$ cat config.mk
export PLATFORM = sky130hd
export DESIGN_NAME = fifo_fwft
export DESIGN_NICKNAME = d
export VERILOG_FILES = /design/src/rtl/fifo_pkg.sv /design/src/rtl/fifo_dpram.sv /design/src/rtl/fifo_fwft.sv
export SDC_FILE = /design/constraint.sdc
export NUM_CORES = 1
export LEC_CHECK = 0
export ABC_AREA = 1
export ABC_CLOCK_PERIOD_IN_PS = 7420
export CORE_AREA = 3 3 194 196
export DETAILED_ROUTE_END_ITERATION = 10
export DIE_AREA = 0 0 197 199
export GPL_TIMING_DRIVEN = 0
export HOLD_SLACK_MARGIN = 0.08
export PLACE_DENSITY = 0.87
export SLEW_MARGIN = 10
export SYNTH_ARGS = -nofsm -noshare
export SYNTH_HDL_FRONTEND = slang
export SYNTH_SLANG_ARGS = --single-unit
$ cat constraint.sdc
create_clock -name clk -period 7.42 [get_ports clk]
set_input_delay 0.742 -clock clk [delete_from_list [all_inputs] [get_ports clk]]
set_output_delay 0.742 -clock clk [all_outputs]
set_load 0.03 [all_outputs]
$ cat src/rtl/fifo_pkg.sv
// Shared types and helpers for the first-word-fall-through FIFO.
// Read-side prefetch state encoding plus unsigned count/threshold compares.
package fifo_pkg;

    typedef enum logic [1:0] {
        RD_EMPTY = 2'd0,
        RD_FETCH = 2'd1,
        RD_VALID = 2'd2
    } fifo_rd_state_t;

    function automatic logic cnt_at_least(input logic [31:0] cnt, input logic [31:0] thr);
        return cnt >= thr;
    endfunction

    function automatic logic cnt_at_most(input logic [31:0] cnt, input logic [31:0] thr);
        return cnt <= thr;
    endfunction

endpackage

$ cat src/rtl/fifo_dpram.sv
// Simple dual-port RAM: one write port, one read port whose address is registered,
// so data for an address presented before an edge is available after that edge.
module fifo_dpram #(
    parameter int W_A = 4,
    parameter int W_D = 32
) (
    input  logic           clk,
    input  logic           we,
    input  logic [W_A-1:0] wa,
    input  logic [W_D-1:0] wd,
    input  logic [W_A-1:0] ra,
    output logic [W_D-1:0] rq
);

    logic [W_D-1:0] mem [2**W_A];
    logic [W_A-1:0] ra_q;

    always_ff @(posedge clk) begin
        if (we) mem[wa] <= wd;
        ra_q <= ra;
    end

    assign rq = mem[ra_q];

endmodule

$ cat src/rtl/fifo_fwft.sv
// Synchronous FIFO with first-word-fall-through output, occupancy count and almost flags.
// Define FIFO_ERR_FLAGS_EN to enable the sticky overflow_o/underflow_o error flags.
module fifo_fwft
    import fifo_pkg::*;
#(
    parameter int ADDR_LEN   = 4,
    parameter int DATA_WIDTH = 32
) (
    input  logic                  clk,
    input  logic                  reset_n_i,
    input  logic [DATA_WIDTH-1:0] writer_d_i,
    input  logic                  writer_enq_i,
    output logic                  writer_full_o,
    output logic                  writer_alm_full_o,
    output logic [DATA_WIDTH-1:0] reader_q_o,
    input  logic                  reader_deq_i,
    output logic                  reader_empty_o,
    output logic                  reader_alm_empty_o,
    input  logic [ADDR_LEN:0]     alm_full_thresh_i,
    input  logic [ADDR_LEN:0]     alm_empty_thresh_i,
    output logic [ADDR_LEN:0]     count_o,
    output logic                  overflow_o,
    output logic                  underflow_o,
    input  logic                  err_clr_i
);

    localparam logic [ADDR_LEN:0] DEPTH_C = {1'b1, {ADDR_LEN{1'b0}}};
    localparam logic [ADDR_LEN:0] ONE_C   = {{ADDR_LEN{1'b0}}, 1'b1};

    logic [ADDR_LEN:0]     wr_ptr, rd_ptr, rd_ptr_next, count_q, count_next;
    logic [DATA_WIDTH-1:0] ram_q, head_q;
    fifo_rd_state_t        rd_state;
    logic                  enq_ok, deq_ok, ram_avail, load;
    logic                  full_q, alm_full_q, empty_q, alm_empty_q;

    // The RAM read address always tracks the next RAM head, so the word behind the
    // output register is already on ram_q and a pop can refill it on the same edge.
    always_comb begin
        enq_ok    = writer_enq_i && !full_q;
        deq_ok    = reader_deq_i && (rd_state == RD_VALID);
        ram_avail = (wr_ptr != rd_ptr);
        load      = 1'b0;
        case (rd_state)
            RD_FETCH: load = 1'b1;
            RD_VALID: load = deq_ok && ram_avail;
            default:  load = 1'b0;
        endcase
        rd_ptr_next = load ? rd_ptr + ONE_C : rd_ptr;
        count_next  = count_q + (enq_ok ? ONE_C : '0) - (deq_ok ? ONE_C : '0);
    end

    fifo_dpram #(.W_A(ADDR_LEN), .W_D(DATA_WIDTH)) u_ram (
        .clk (clk),
        .we  (enq_ok),
        .wa  (wr_ptr[ADDR_LEN-1:0]),
        .wd  (writer_d_i),
        .ra  (rd_ptr_next[ADDR_LEN-1:0]),
        .rq  (ram_q)
    );

    always_ff @(posedge clk or negedge reset_n_i) begin
        if (!reset_n_i) begin
            wr_ptr      <= '0;
            rd_ptr      <= '0;
            count_q     <= '0;
            full_q      <= 1'b0;
            alm_full_q  <= 1'b0;
            alm_empty_q <= 1'b1;
        end else begin
            if (enq_ok) wr_ptr <= wr_ptr + ONE_C;
            rd_ptr      <= rd_ptr_next;
            count_q     <= count_next;
            full_q      <= (count_next == DEPTH_C);
            alm_full_q  <= cnt_at_least(32'(count_next), 32'(alm_full_thresh_i));
            alm_empty_q <= cnt_at_most(32'(count_next), 32'(alm_empty_thresh_i));
        end
    end

    always_ff @(posedge clk or negedge reset_n_i) begin
        if (!reset_n_i) begin
            rd_state <= RD_EMPTY;
            head_q   <= '0;
            empty_q  <= 1'b1;
        end else begin
            case (rd_state)
                RD_EMPTY: begin
                    if (ram_avail) rd_state <= RD_FETCH;
                end
                RD_FETCH: begin
                    head_q   <= ram_q;
                    empty_q  <= 1'b0;
                    rd_state <= RD_VALID;
                end
                RD_VALID: begin
                    if (deq_ok) begin
                        if (ram_avail) begin
                            head_q <= ram_q;
                        end else begin
                            empty_q  <= 1'b1;
                            rd_state <= RD_EMPTY;
                        end
                    end
                end
                default: begin
                    empty_q  <= 1'b1;
                    rd_state <= RD_EMPTY;
                end
            endcase
        end
    end

`ifdef FIFO_ERR_FLAGS_EN
    logic ovf_q, unf_q;

    // A new error in the same cycle as a clear keeps the flag set.
    always_ff @(posedge clk or negedge reset_n_i) begin
        if (!reset_n_i) begin
            ovf_q <= 1'b0;
            unf_q <= 1'b0;
        end else begin
            if (writer_enq_i && full_q)       ovf_q <= 1'b1;
            else if (err_clr_i)               ovf_q <= 1'b0;
            if (reader_deq_i && empty_q)      unf_q <= 1'b1;
            else if (err_clr_i)               unf_q <= 1'b0;
        end
    end

    assign overflow_o  = ovf_q;
    assign underflow_o = unf_q;
`else
    logic unused_err_clr;
    assign unused_err_clr = err_clr_i;
    assign overflow_o     = 1'b0;
    assign underflow_o    = 1'b0;
`endif

    assign writer_full_o      = full_q;
    assign writer_alm_full_o  = alm_full_q;
    assign reader_q_o         = head_q;
    assign reader_empty_o     = empty_q;
    assign reader_alm_empty_o = alm_empty_q;
    assign count_o            = count_q;

endmodule

Word-level counts from Yosys, hierarchy flattened
Memory sizes are Yosys's and may differ from the RTL's. A register that Yosys moved wholly into a read port is not among the register bits.
Index checks and enable logic that the tools add are counted.
{ "classes": {"n_addsub": 4, "mul": 0, "div": 0, "order_cmp": 2, "n_eq_ne": 8, "shift": 0, "muxes": 16, "bitwise_logic": 1, "n_reduce_logical": 9} }
{ "ops": {"columns": ["operator", "n"], "rows": [
  ["$mux 32", 2],
  ["$pmux 32 s2", 1],
  ["$add 5x1->5 const B", 2],
  ["$reduce_and 3->1", 3],
  ["$ne 2x2->1 const B", 4],
  ["$mux 1", 6],
  ["$mux 2", 3],
  ["$pmux 2 s3", 1],
  ["$add 5x1->5", 1],
  ["$eq 5x5->1 const B", 1],
  ["$ge 5x5->1", 1],
  ["$le 5x5->1", 1],
  ["$ne 5x5->1", 1],
  ["$sub 5x1->5", 1],
  ["$mux 4", 1],
  ["$logic_and 1x1->1", 3],
  ["$pmux 1 s3", 1],
  ["$eq 2x1->1 const B", 1],
  ["$eq 2x2->1 const B", 1],
  ["$logic_not 2->1", 1],
  ["$pmux 1 s2", 1],
  ["$reduce_bool 2->1", 1],
  ["$logic_not 1->1", 1],
  ["$not 1->1", 1]
]} }
{ "totals": {"register_bits": 53, "latch_bits": 0, "ramBits": 512, "mem_bits_ro": 0, "in_bits": 47, "out_inout_bits": 43, "word_cells": 51, "n_memories": 1} }
{ "memory_table": {"columns": ["memory", "words", "width", "rd", "rd_clocked_by_memory_dff", "write_ports", "line", "rtl"], "rows": [
  ["u_ram.mem", 16, 32, 1, 1, 1, "fifo_dpram.sv:15", "logic [W_D-1:0] mem [2**W_A];"]
]} }

Logic depth before layout (Yosys ltp)
Gate-level depths: netlist of the first run.
{ "logic_depth": {"ltp_word": 6, "ltp_mapped": 16, "mapped_depth_nobuf": 16} }

By module
From an unflattened synthesis of the first run, not the netlist that was laid out.
{ "unflattened": {"cells_unflattened": 2395, "hier_area_um2": 24977.7} }
{ "by_module_without_submodules": {"columns": ["module", "n_inst", "cells_each", "area_per_inst_um2", "seq_area_each_um2"], "rows": [
  ["fifo_dpram", 1, 2092, 22170.0, 15454.8],
  ["fifo_fwft", 1, 303, 2807.7, 1328.8]
]} }

Worst setup path before layout of the first run
Ideal clock, no wire load.
{ "synth_path": {"path_kind": "input -> register", "from": "input writer_enq_i", "to": "memory u_ram.mem[15][0], enable pin", "setup_time_ns": 0.424, "t_arrival_ns": 2.604, "required_ns": 6.996, "path_slack_ns": 4.392, "stages": 4, "n_path_buf": 0, "path_cell_list": "inv_1 -> nor2_2 -> nand2_1 -> nor2_1"} }
{ "synth_between": {"elab_chain_len": 3} }
{ "synth_rtl": {"columns": ["element", "line", "rtl"], "rows": [
  ["start: declaration", "fifo_fwft.sv:12", "input logic writer_enq_i,"],
  ["$logic_and 1x1->1", "fifo_fwft.sv:39", "enq_ok = writer_enq_i && !full_q;"],
  ["$mux 1", "fifo_dpram.sv:19", "if (we) mem[wa] <= wd;"],
  ["$mux 1 (not written as such)", "fifo_dpram.sv:19", null],
  ["end: declaration", "fifo_dpram.sv:15", null]
]} }
No other way between the ends.

Worst setup path after layout of the first run
{ "layout_path": {"from": "input writer_enq_i", "to": "register alm_full_q (netlist: writer_alm_full_o)"} }
{ "layout_between": {"elab_chain_len": 5} }
{ "layout_rtl": {"columns": ["element", "line", "rtl"], "rows": [
  ["$logic_and 1x1->1", "fifo_fwft.sv:39", null],
  ["$mux 1", "fifo_fwft.sv:49", "count_next = count_q + (enq_ok ? ONE_C : '0) - (deq_ok ? ONE_C : '0);"],
  ["$add 5x1->5", "fifo_fwft.sv:49", null],
  ["$sub 5x1->5", "fifo_fwft.sv:49", null],
  ["via count_next[2]", "fifo_fwft.sv:30", "logic [ADDR_LEN:0] wr_ptr, rd_ptr, rd_ptr_next, count_q, count_next;"],
  ["$ge 5x5->1", "fifo_pkg.sv:12", "return cnt >= thr;"],
  ["end signal: assignment", "fifo_fwft.sv:74", "alm_full_q <= cnt_at_least(32'(count_next), 32'(alm_full_thresh_i));"],
  ["end: declaration", "fifo_fwft.sv:34", "logic full_q, alm_full_q, empty_q, alm_empty_q;"]
]} }
The timed path passes the listed nets, and every way through them passes these cells.
A chain may end at the register's enable or synchronous reset.

==> metrics.md, run 1 <==
| Metric | Value |
|---|---|
| CP bufs+invs | 4 |
| #FFs+latches synth | 569 |
| Design area | 26900 µm² |
| Global-route wire length before repair | 100 mm |
| Nets@finish | 2143 |
| Antenna violations before repair | 0 |
| Setup Viol. Count Final | 0 |
| Die Height | 199 µm |
| Leakage | 9.89 nW |
| Post-Synth Simple-Gate Area | 0.183 |
| GP Congestion | 0.902 |
| Final Skew | 0.0194 ns |
| Worst path required time | 7.89 ns |
| Max clock buf depth | 3 |
| CTS Buf Count | 53 |
| Diodes inserted | 0 |
| Xor-xnor portion of the synthesized cell area | 0.00490 |
| GRT met1 Usage | 0.433 |
| CP Class | in -> reg |
| Total wire length | 67.5 mm |
| Total GRT Usage | 0.345 |
| Critical-path cell list | clkdlybuf4s50_1 > inv_1 > nor2_2 > inv_1 > ha_1 > inv_1 > ha_1 > fa_1 > xor2_1 > ha_1 > a21oi_1 > o21ai_0 > nand3_1 > nand2_1 |
| Seq pwr share | 0.362 |
| Syn Inst Count | 1915 |
| Top FF cell, synth | edfxtp_1 |
| Unrepaired setup endpoints after global routing | no |
| Ports | 90 |
| Input/output buffers | 86 |
| Most area-hungry cell type in the Yosys netlist | edfxtp_1 |
| Post-CTS Repair Setup Buffers | 0 |
| Area occupied by registers | 16800 µm² |
| Slew @ Worst Pin | 1.00 ns |
| Clk slew on worst S/H paths | 0.06 ns |
| Post-Synth Adder-Cell Area | 0.0122 |
| Final-report hold violation count | 0 |
| Setup_tns | 0 ns |
| H-tree levels | 2 |
| Clk pwr share | 0.236 |
| Met3 Use GR | 0.0884 |
| Fin crit period | 3.28 ns |
| Post-synth cell types | 35 |
| Internal power | 6.89 mW |
| Total grt overflow | 0 |
| Detail Route Antenna Nets | 0 |
| Multiplexer share of the synthesized area | 0 |
| Avg Synthesized Cell Area | 12.1 µm² |
| Comb pwr share | 0.402 |
| Clk_lat worst skew | 0.59 ns |
| Largest net degree at the start of global routing | 54 |
| Post-DP Area | 25200 µm² |
| Synthesis-to-layout area growth | 16.0% |
| GRT busiest layer | met2 |
| Share of layout cells above drive strength 1 | 0.107 |
| Power density cells | 425 nW/µm² |
| Most common library cells after synthesis | nand2_1, edfxtp_1, nand3_1 |
| Sink Count | 569 |
| Main combinational cell family by area after synthesis | simple AND/OR/NAND/NOR gates |
| CTS tree | yes |
| Crit path largest cell delay | 0.47 ns |
| Post-synth EDFFs | 512 |
| Synth area leaders | edfxtp_1, nand2_1, nand3_1 |
| 1st-iter DRT viols | 3188 |
| Die width | 197 µm |
| Sw frac | 0.397 |
| CTS resizes | 0 |
| Seq/Total Area, Yosys | 0.722 |
| Final worst-path cycle share | 0.442 |
| Post-DP HPWL | 41.3 mm |
| Footprint of the multi-input gates | 5570 µm² |
| Syn. warnings | 0 |
| Synth Cell Area | 23200 µm² |
| Worst endpoint data arrival time | 3.75 ns |
| Maximum vdd drop | 343 µV |
| Fill cells | 2055 |
| Vias/cell | 6.63 |
| Max Cap Viol | 0 |
| Cts hold-fix bufs | 0 |
| Full die area | 39200 µm² |
| Crit-path slowest cell | clkdlybuf4s50_1 |
| CP startpoint kind | input pin |
| Starting Density | 0.641 |
| Global routing met2 resource utilization | 0.562 |
| Cell with the most instances after synthesis | nand2_1 |
| Critical Path Sink Type | flip-flop |
| Max-slew headroom | 0.332 |
| Synth async-reset ratio | 0.0931 |
| CTS Root Cell | clkbuf_16 |
| Routed WL per cell | 26.1 µm |
| Achievable clock frequency | 0.305 GHz |
| Status | completed |
| 1st-pass router iterations | 7 |
| Worst min-delay path category | in -> async |
| Remaining DRCs | 0 |
| Final Max Slew Viols | 0 |
| Core area | 36300 µm² |
| Vias | 17100 |
| Vias in the first global route | 17100 |
| P_sw | 4.55 mW |
| Delay-heaviest family, CP | adder cells |
| Std cell rows | 70 |
| Synth Area in Compound Gates | 0.0346 |
| CP max FO | 9 |
| Top cell type's share of synthesized area | 0.662 |
-- area by class of cell --
cell class	count	share of cell area
Buffer	113	0.0271
Clock buffer	79	0.0570
Clock inverter	20	0.00664
Inverter	72	0.0101
Multi-Input combinational cell	1162	0.207
Sequential cell	569	0.623
Tap cell	468	0.0217
Timing Repair Buffer	103	0.0476
-- power groups by stage --
| stage | Combinational, mW | Sequential [mW] | Clock, mW |
|---|---|---|---|
| after floorplan | 2.54 | 4.37 | 0 |
| after global placement | 4.05 | 4.19 | 0 |
| after detailed placement | 4.37 | 4.19 | 0 |
| after CTS | 4.46 | 4.13 | 2.68 |
| after global routing | 4.87 | 4.17 | 2.81 |
| final | 4.60 | 4.14 | 2.70 |
-- cell families after synthesis --
kind of cell / after synthesis
AND/OR/NAND/NOR: 985
buffers and inverters: 185
AO/OA/AOI/OAI: 140
adder cells (fa/ha/maj): 22
other: 1
XOR/XNOR: 13
flip-flops: 569
-- layout by cell type (no fill, tap or decap), types with 36 or more instances in the layout --
master,count
nand2_1,556
clkbuf_1,36
clkdlybuf4s50_1,85
dfrtp_1,51
o21ai_1,40
nand3_1,399
inv_1,68
edfxtp_1,512
clkbuf_16,55
buf_2,38
a21oi_1,68
-- state kept, by name, indices dropped and copies added (netlist names), 2 cells and up, named ones only --
register and cells:
reader_q_o 32, rd_ptr 5, wr_ptr 5, rd_state 2
count_o 5, u_ram.mem 512
-- through the flow --
stage | util | total power, mW | setup WS (ns) | hold WS, ns | std cells
5_1_grt | 0.743 | 11.8 | 3.93 | 0.301 | 2586
3_3_place_gp | 0.681 | 8.25 | 2.33 | 0.481 | 2470
4_1_cts | 0.743 | 11.3 | 4.14 | 0.277 | 2586
2_1_floorplan | - | 6.91 | 4.39 | 0.446 | 1916
3_5_place_dp | 0.696 | 8.56 | 3.52 | 0.489 | 2487
6_report | 0.743 | 11.4 | 4.14 | 0.246 | 2586
-- final timing paths --
path,slack (ns),depth (start not counted),end,from
setup / recovery,4.14,14,writer_alm_full_o,writer_enq_i
hold / removal,0.25,1,count_o[3],reset_n_i
setup reg to reg,4.36,14,writer_alm_full_o,rd_state[0]
hold reg to reg,0.50,2,reader_empty_o,reader_empty_o
max in group asynchronous,6.64,1,reader_q_o[19],reset_n_i
min in group clk,0.50,2,reader_empty_o,reader_empty_o
-- per-layer routing --
layer | vias up | wire length, µm
li1 | 7059 | -
met1 | 8030 | 21600
met2 | 1689 | 31700
met3 | 355 | 10100
met4 | 0 | 4040
met5 | - | 0
-- worst register-to-register path, stage by stage, from the launching register on --
cell	delay (ns)
dfrtp_1	0.35
inv_1	0.08
ha_1	0.27
nand2_1	0.09
inv_1	0.06
ha_1	0.27
inv_1	0.04
ha_1	0.20
fa_1	0.43
xor2_1	0.38
ha_1	0.31
a21oi_1	0.21
o21ai_0	0.12
nand3_1	0.08
nand2_1	0.05
No activity file was read; power rests on OpenSTA's default activity.
==> run 2, diff against run 1 <==
- ABC_CLOCK_PERIOD_IN_PS: 7420 -> 2900
- CORE_AREA: 3 3 194 196 -> 3 3 210 212
- DIE_AREA: 0 0 197 199 -> 0 0 213 215
- PLACE_DENSITY: 0.87 -> 0.79
- clock period: 7.42 -> 2.9 ns (I/O delays scaled with it)
==> metrics.md, run 2 (synthesized netlist as in run 1, its figures left out) <==
| Metric | Value |
|---|---|
| Share of layout cells above drive strength 1 | 0.111 |
| Delay-heaviest family, CP | adder cells |
| 1st-iter DRT viols | 2207 |
| Unrepaired setup endpoints after global routing | no |
| Fin crit period | 2.70 ns |
| CTS Root Cell | clkbuf_16 |
| Fin worst setup slack | 0.198 ns |
| Total GRT Usage | 0.284 |
| Nets@finish | 2149 |
| Worst min-delay path category | in -> async |
| Max clock buf depth | 3 |
| Clk slew on worst S/H paths | 0.06 ns |
| Max Cap Viol | 0 |
| Remaining DRCs | 0 |
| R2R Path Start | rd_state[0] |
| CP max FO | 4 |
| Total wire length | 64.4 mm |
| Final Max Slew Viols | 0 |
| Routed WL per cell | 24.2 µm |
| CTS Buf Count | 55 |
| Largest register FFs | 512 |
| Synthesis-to-layout area growth | 17.1% |
| Std cell rows | 75 |
| Leakage | 9.96 nW |
| Vias/cell | 6.11 |
| GP Congestion | 0.824 |
| Crit path largest cell delay | 0.38 ns |
| Vias in the first global route | 16700 |
| Power density cells | 1080 nW/µm² |
| Full die area | 45800 µm² |
| Worst path required time | 3.44 ns |
| Reg with most FFs | u_ram.mem |
| Final Skew | 0.0132 ns |
| Clk_lat worst skew | 0.61 ns |
| Largest net degree at the start of global routing | 31 |
| CP startpoint kind | flip-flop |
| Starting Density | 0.551 |
| Slew @ Worst Pin | 0.936 ns |
| CTS tree | yes |
| Input/output buffers | 86 |
| Detail Route Antenna Nets | 0 |
| Critical Path Sink Type | flip-flop |
| Status | completed |
| Achievable clock frequency | 0.370 GHz |
| Commonest non-fill, non-tap cell in the layout | nand2_1 |
| Antenna violations before repair | 1 |
| CP bufs+invs | 4 |
| Worst slack, placed | -0.392 ns |
| Fill cells | 2907 |
| Max-slew headroom | 0.376 |
| Design area | 27200 µm² |
| Ports | 90 |
| Crit-path slowest cell | fa_2 |
| Final worst-path cycle share | 0.932 |
| Diodes inserted | 0 |
| Final Total Pwr | 29.4 mW |
| Crit path from | rd_state[0] |
| Final-report hold violation count | 0 |
| Post-DP HPWL | 41.3 mm |
| Most frequent cells in the layout | nand2_1, edfxtp_1, nand3_1 |
| Vias | 16300 |
| 1st-pass router iterations | 8 |
| H-tree levels | 2 |
| Setup Viol. Count Final | 0 |
| Post-DP Area | 25300 µm² |
| CP Class | reg -> reg |
| Die Height | 215 µm |
| Maximum vdd drop | 653 µV |
| Worst endpoint data arrival time | 3.24 ns |
| Sink Count | 569 |
| Total grt overflow | 0 |
| Die width | 213 µm |
| Core area | 42100 µm² |
| Critical-path cell list | inv_2 > ha_4 > nand2_1 > inv_1 > ha_1 > inv_1 > ha_1 > fa_2 > nand3_1 > nand2_1 > xnor2_1 > inv_1 > ha_4 > a31oi_1 > nand3_1 > nand2_1 |
| Global-route wire length before repair | 97.1 mm |
## run 2: cell type report
cell class	count	area [µm²]	share of cell area
plain buffers	113	729	0.0268
clock inverters	26	293	0.0108
flip-flops and latches	569	16800	0.617
clock buffers	78	1510	0.0557
multi-input cells	1162	5610	0.206
well taps	539	674	0.0248
inverters	72	273	0.0100
repair buffers	107	1320	0.0487
## run 2: worst paths after layout
path	to	slack (ns)	depth (start not counted)
setup / recovery	reader_alm_empty_o	0.20	16
hold / removal	count_o[0]	0.15	2
setup reg to reg	reader_alm_empty_o	0.20	16
hold reg to reg	reader_empty_o	0.49	2
max in group asynchronous	reader_empty_o	2.18	3
min in group clk	writer_alm_full_o	0.36	4
## run 2: what timing repair did
action / in CTS / in global routing
setup buffers: 0 / 1
hold endpoints to repair: 52 / 0
gates resized for setup: 3 / 4
pin swaps: 0 / 1
hold buffers: 1 / 0
endpoints found under the setup margin: 2 / 2
## run 2: where the power goes
group          total (mW)  switching (mW)  internal (mW)
Clock                7.23            3.05           4.17
Combinational        11.6            7.95           3.65
Sequential           10.5           0.426           10.1
## run 2: per-stage QoR
stage | setup TNS [ns] | instances | util | hold slack (ns)
after global placement | -879.81 | 2541 | 0.588 | 0.481
after global routing | 0 | 2666 | 0.646 | 0.202
after floorplan | 0 | 1916 | - | -0.00559
final | 0 | 2666 | 0.646 | 0.148
after detailed placement | -0.927 | 2560 | 0.601 | 0.247
after CTS | 0 | 2665 | 0.645 | 0.165
## run 2: per-layer routing
layer	share of wire	global-route usage	vias to the layer above
li1	-	-	7074
met1	0.35	0.359	7745
met2	0.48	0.464	1205
met3	0.12	0.0630	255
met4	0.053	0.139	0
met5	0	0	-
